[config.mk]
export PLATFORM = sky130hd
export DESIGN_NAME = flash_cmd_scheduler
export DESIGN_NICKNAME = d
export VERILOG_FILES = /design/src/rtl/flash_cmd_scheduler.sv
export SDC_FILE = /design/constraint.sdc
export NUM_CORES = 1
export LEC_CHECK = 0
export CAP_MARGIN = 15
export CORE_ASPECT_RATIO = 0.5
export CORE_MARGIN = 5
export CORE_UTILIZATION = 45
export DETAILED_ROUTE_END_ITERATION = 8
export GPL_ROUTABILITY_DRIVEN = 0
export GPL_TIMING_DRIVEN = 0
export PLACE_DENSITY_LB_ADDON = 0.15
export SYNTH_ARGS = -nofsm -noshare
export SYNTH_HDL_FRONTEND = slang
export SYNTH_SLANG_ARGS = --single-unit
[constraint.sdc]
create_clock -name clk -period 3.5 [get_ports clk]
set_input_delay 0.7 -clock clk [delete_from_list [all_inputs] [get_ports clk]]
set_output_delay 0.7 -clock clk [all_outputs]
set_load 0.01 [all_outputs]
[src/rtl/flash_cmd_scheduler.sv]
`timescale 1ns/1ps
// flash_cmd_scheduler: two-way round-robin arbiter and sequencer in front of
// flash_interface. Write-class opcodes get an automatic Write Enable before
// the command. With FLASH_SCHED_POLL_EN defined, Read Status is then polled
// until WIP clears or POLL_LIMIT polls have been made (error). Without the
// macro the poll states and counter are not built and error is tied low.
//
// Handshake: a requester holds req_valid until its grant bit rises; request
// fields are captured only in that acceptance cycle. grant stays high through
// the done cycle. Towards flash_interface, fi_start is a one-cycle launch that
// is only issued while fi_busy is low, and fi_* fields stay stable until the
// matching fi_done pulse.
module flash_cmd_scheduler #(
  parameter int POLL_LIMIT = 65535
) (
  input  logic        clk,
  input  logic        reset,
  input  logic [1:0]  req_valid,
  input  logic [7:0]  req0_instr,
  input  logic [7:0]  req1_instr,
  input  logic [23:0] req0_addr,
  input  logic [23:0] req1_addr,
  input  logic [15:0] req0_len,
  input  logic [15:0] req1_len,
  output logic [1:0]  grant,
  output logic        done,
  output logic        error,
  output logic [7:0]  fi_instruction,
  output logic [23:0] fi_addr,
  output logic [15:0] fi_len,
  output logic        fi_start,
  input  logic        fi_busy,
  input  logic        fi_done,
  input  logic [7:0]  fi_status,
  output logic [2:0]  dbg_state
);

  typedef enum logic [2:0] {
    IDLE       = 3'd0,
    WREN_ISSUE = 3'd1,
    WREN_WAIT  = 3'd2,
    CMD_ISSUE  = 3'd3,
    CMD_WAIT   = 3'd4,
    POLL_ISSUE = 3'd5,
    POLL_WAIT  = 3'd6,
    FINISH     = 3'd7
  } state_e;

  localparam logic [7:0] OP_WREN = 8'h06;
  localparam logic [7:0] OP_RDSR = 8'h05;

  state_e      state_q;
  logic        last_q;     // requester served most recently
  logic [1:0]  grant_q;
  logic        done_q;
  logic        fi_start_q;
  logic [7:0]  fi_instr_q;
  logic [23:0] fi_addr_q;
  logic [15:0] fi_len_q;
  logic [7:0]  instr_q;
  logic [23:0] addr_q;
  logic [15:0] len_q;
  logic        wr_q;

  logic        pick;
  logic [7:0]  sel_instr;
  logic [23:0] sel_addr;
  logic [15:0] sel_len;
  logic        sel_wr;

`ifdef FLASH_SCHED_POLL_EN
  localparam logic [15:0] LIMIT = 16'(POLL_LIMIT);
  logic        error_q;
  logic [15:0] poll_cnt_q;
  logic [15:0] poll_next;
  assign poll_next = poll_cnt_q + 16'd1;
  assign error = error_q;
  logic unused_status;
  assign unused_status = ^fi_status[7:1];
`else
  assign error = 1'b0;
  logic unused_cfg;
  assign unused_cfg = ^{fi_status, POLL_LIMIT[0]};
`endif

  function automatic logic is_write(input logic [7:0] op);
    return (op == 8'h02) || (op == 8'h20) || (op == 8'hD8) ||
           (op == 8'hC7) || (op == 8'h01);
  endfunction

  // Round-robin pick: on a tie favour the requester not served last.
  always_comb begin
    pick = 1'b0;
    if (req_valid == 2'b10) pick = 1'b1;
    else if (req_valid == 2'b11) pick = ~last_q;
    sel_instr = pick ? req1_instr : req0_instr;
    sel_addr  = pick ? req1_addr  : req0_addr;
    sel_len   = pick ? req1_len   : req0_len;
    sel_wr    = is_write(sel_instr);
  end

  // Sequencer FSM with registered outputs.
  always_ff @(posedge clk or negedge reset) begin
    if (!reset) begin
      state_q    <= IDLE;
      last_q     <= 1'b1;
      grant_q    <= 2'b00;
      done_q     <= 1'b0;
      fi_start_q <= 1'b0;
      fi_instr_q <= 8'h00;
      fi_addr_q  <= 24'h0;
      fi_len_q   <= 16'h0;
      instr_q    <= 8'h00;
      addr_q     <= 24'h0;
      len_q      <= 16'h0;
      wr_q       <= 1'b0;
`ifdef FLASH_SCHED_POLL_EN
      error_q    <= 1'b0;
      poll_cnt_q <= 16'h0;
`endif
    end else begin
      fi_start_q <= 1'b0;
      case (state_q)
        IDLE: begin
          if (|req_valid) begin
            grant_q <= pick ? 2'b10 : 2'b01;
            instr_q <= sel_instr;
            addr_q  <= sel_addr;
            len_q   <= sel_len;
            wr_q    <= sel_wr;
            state_q <= sel_wr ? WREN_ISSUE : CMD_ISSUE;
          end
        end
        WREN_ISSUE: begin
          if (!fi_busy) begin
            fi_start_q <= 1'b1;
            fi_instr_q <= OP_WREN;
            fi_addr_q  <= 24'h0;
            fi_len_q   <= 16'h0;
            state_q    <= WREN_WAIT;
          end
        end
        WREN_WAIT: begin
          if (fi_done) state_q <= CMD_ISSUE;
        end
        CMD_ISSUE: begin
          if (!fi_busy) begin
            fi_start_q <= 1'b1;
            fi_instr_q <= instr_q;
            fi_addr_q  <= addr_q;
            fi_len_q   <= len_q;
            state_q    <= CMD_WAIT;
          end
        end
        CMD_WAIT: begin
          if (fi_done) begin
`ifdef FLASH_SCHED_POLL_EN
            if (wr_q) begin
              state_q <= POLL_ISSUE;
            end else begin
              done_q  <= 1'b1;
              state_q <= FINISH;
            end
`else
            done_q  <= 1'b1;
            state_q <= FINISH;
`endif
          end
        end
`ifdef FLASH_SCHED_POLL_EN
        POLL_ISSUE: begin
          if (!fi_busy) begin
            fi_start_q <= 1'b1;
            fi_instr_q <= OP_RDSR;
            fi_addr_q  <= 24'h0;
            fi_len_q   <= 16'd1;
            state_q    <= POLL_WAIT;
          end
        end
        POLL_WAIT: begin
          if (fi_done) begin
            if (!fi_status[0]) begin
              done_q  <= 1'b1;
              state_q <= FINISH;
            end else begin
              poll_cnt_q <= poll_next;
              if (poll_next == LIMIT) begin
                error_q <= 1'b1;
                done_q  <= 1'b1;
                state_q <= FINISH;
              end else begin
                state_q <= POLL_ISSUE;
              end
            end
          end
        end
`endif
        FINISH: begin
          done_q  <= 1'b0;
          grant_q <= 2'b00;
          last_q  <= grant_q[1];
`ifdef FLASH_SCHED_POLL_EN
          error_q    <= 1'b0;
          poll_cnt_q <= 16'h0;
`endif
          state_q <= IDLE;
        end
        default: state_q <= IDLE;
      endcase
    end
  end

  assign grant          = grant_q;
  assign done           = done_q;
  assign fi_start       = fi_start_q;
  assign fi_instruction = fi_instr_q;
  assign fi_addr        = fi_addr_q;
  assign fi_len         = fi_len_q;
  assign dbg_state      = state_q;

endmodule
==> impl_metrics.toml <==
[outcome]
outcome = "complete, no violations"

[timing]
clock_skew_ns = 0.004991
slew_violations = 0
relSlewSlack_pct = 46.44
finalCritPeriodShare_pct = 58.81
finalHoldViolCount = 0
max_freq_mhz = 485.8
worst_slew_pin_slew_ns = 0.8034
fin_hold_ws_ns = 0.4297
finalCriticalPeriod_ns = 2.058
worst_slack_ns = 1.442
fin_setup_tns_ns = 0
finalSetupViolations = 0
grt_setup_unrepaired = "no"

[drt]
first_iter_violations = 134
drc = 0
wl_per_cell_um = 15.35
vias_per_cell = 4.971
dr.pass1.iters = 4
wirelength_um = 12390
postRouteAntennaNets = 0
routed-via-count = 4012

[setup_path]
cp.arrival_ns = 1.36
rrSetupSlack_ns = 1.82
crit_end = "dbg_state[1]"
worstPathCellList = "clkdlybuf4s50_1"
critPathBufInv = 1
cp-end-kind = "primary output"
reg2reg_to = "addr_q[9]$_DFFE_PN0P_"
cp-start-kind = "flop"
r2r_cells = 6
cp.required_ns = 2.80
slowest_stage = "clkdlybuf4s50_1"
critical_path_class = "reg2out"
cp_top_family = "buffers and inverters"
slowest_delay_ns = 0.58
crit_fanout = 6
crit_path_start = "dbg_state[1]$_DFFE_PN0P_"
crit_cells = 1
r2r-start = "dbg_state[2]$_DFFE_PN0P_"

[final_layout]
multi_input_area_mm2 = 0.001879
regArea_mm2 = 0.002604
num_antenna_cells = 0
drive_above_1_share_pct = 7.046
n_fill_cell = 861
fin_nets = 772
area_delta_synth_final_pct = 43.66
final_area_mm2 = 0.006830
fin_util_pct = 66.65

[floorplanning]
row_count = 26
core_mm2 = 0.01025
die_w_um = 155.4
die_h_um = 82.69
floorplan.io_pins = 166
initial_core_util_pct = 46.40
dieArea_mm2 = 0.01285

[synth]
synth_area_leader_cell = "dfrtp_1"
synthTopCellsByArea = "dfrtp_1, nand2_1, mux2i_1"
postSynthNetCount = 604
synth.top_cell.area_share_pct = 54.21
ys_types = 33
synth_most_common_cell = "nand2_1"
synth-edff-count = 0
synth_cells = 494
synth-seq-area-share_pct = 54.76
avgSynthCellArea_um2 = 9.625
ys_top_cells_by_count = "nand2_1, dfrtp_1, o21ai_0"
ys_warn_count = 0
ys.flop_type = "dfrtp_1"
mappedNetlistArea_mm2 = 0.004755
async_flop_share_pct = 100.0
synth-seq-cells = 104

[global_routing]
antenna_found_initial = 0
grt_pass1_vias = 3886
gr-total-overflow = 0
grt_usage_pct = 19.94
grt_pass1_wl_um = 20020
grt_max_degree = 63

[flow_run]
maxCapViolCount = 0

[clock_tree]
clkTransAtPathRegs_ns = 0.07
clk-insertion-delay-late_ns = 0.34
clock_sinks = 104
cts-resized-gates = 0
hold_buffers = 0
cts_tree = "built"
cts_inserted_buffers = 9
cts_buffer_depth = 2
post-cts-setup-buffers = 0
htreeDepth = 3
clock_tree.root_cell = "clkbuf_16"

[placed_design]
hpwlAfterDp_um = 9430
pre_cts_ws_ns = 1.078
port_buffers = 156
place_area_mm2 = 0.006509

[power_and_ir_drop]
peakVddDrop_uv = 337.7
leakage_nw = 3.050
p_per_area_mw_per_mm2 = 770.1

[hold_path]
min_path_type = "in2async"
-- worst min-delay path by stage --
stage	start	endpoint	slack, ns	cells past startpoint
floorplan	reset	addr_q[0]$_DFFE_PN0P_	0.40	0
detailed placement	fi_len[13]$_DFFE_PN0P_	fi_len[13]$_DFFE_PN0P_	0.47	2
finish	reset	fi_instruction[2]$_DFFE_PN0P_	0.43	1
global placement	fi_len[13]$_DFFE_PN0P_	fi_len[13]$_DFFE_PN0P_	0.46	2
CTS	reset	fi_instruction[3]$_DFFE_PN0P_	0.47	1
global route	addr_q[8]$_DFFE_PN0P_	addr_q[8]$_DFFE_PN0P_	0.50	2
-- logic make-up (layout without fill, tap and decap cells) --
logic type	count (synthesis)	in the layout	synth area share, %
simple gates	182	182	15.37
buf+inv	37	210	5.711
mux	49	49	10.34
other cells	1	1	0.07887
xor+xnor	3	3	0.5527
flops	104	104	54.76
compound gates	118	118	13.18
-- flip-flops by register name, summed over array words and instances, names as in the netlist, 2 cells and up --
register / flops
fi_instruction: 8
dbg_state: 3
grant: 2
len_q: 16
instr_q: 8
fi_addr: 24
fi_len: 16
addr_q: 24
-- layout make-up --
type | instances | share of cell area [%]
buffer | 36 | 3.920
clock buffer | 10 | 3.499
clock inverter | 6 | 1.209
inverter | 1 | 0.05496
multi-input combinational | 353 | 27.51
sequential | 104 | 38.12
tap | 140 | 2.565
timing repair buffer | 157 | 23.12
-- cell usage in the layout, fill, tap and decap left out, drive strengths merged, types with 2 or more instances in the layout --
cell | netlist | final
a211oi | 3 | 3
a21oi | 4 | 4
nor3 | 8 | 8
clkinv | 0 | 3
nand3 | 3 | 3
nor2 | 6 | 6
clkdlybuf4s50 | 0 | 155
nand4 | 2 | 2
clkbuf | 15 | 25
bufinv | 0 | 2
nand2 | 153 | 153
mux2i | 48 | 48
nor2b | 8 | 8
buf | 21 | 23
xor2 | 2 | 2
dfrtp | 103 | 103
o21ai | 105 | 105
-- metal layers --
layer  global-route usage (%)  part of all wire [%]  vias to the layer above
li1                         -                     -                     2000
met1                    26.33                    47                     1898
met2                    33.32                    47                      103
met3                    6.039                   5.9                       11
met4                    3.668                  0.99                        0
met5                        0                     0                        -
-- report_power, final --
part           switching (mW)  internal [mW]
clock network           0.426          0.642
logic                    1.09           1.06
registers               0.293           1.74
total                    1.81           3.45
-- through the flow --
stage               std cells  power [mW]
floorplan                 494       3.154
global placement          790       4.172
detailed placement        791       4.241
CTS                       807       5.317
global route              807       5.656
finish                    807       5.260
No activity file was read; power rests on OpenSTA's default activity.
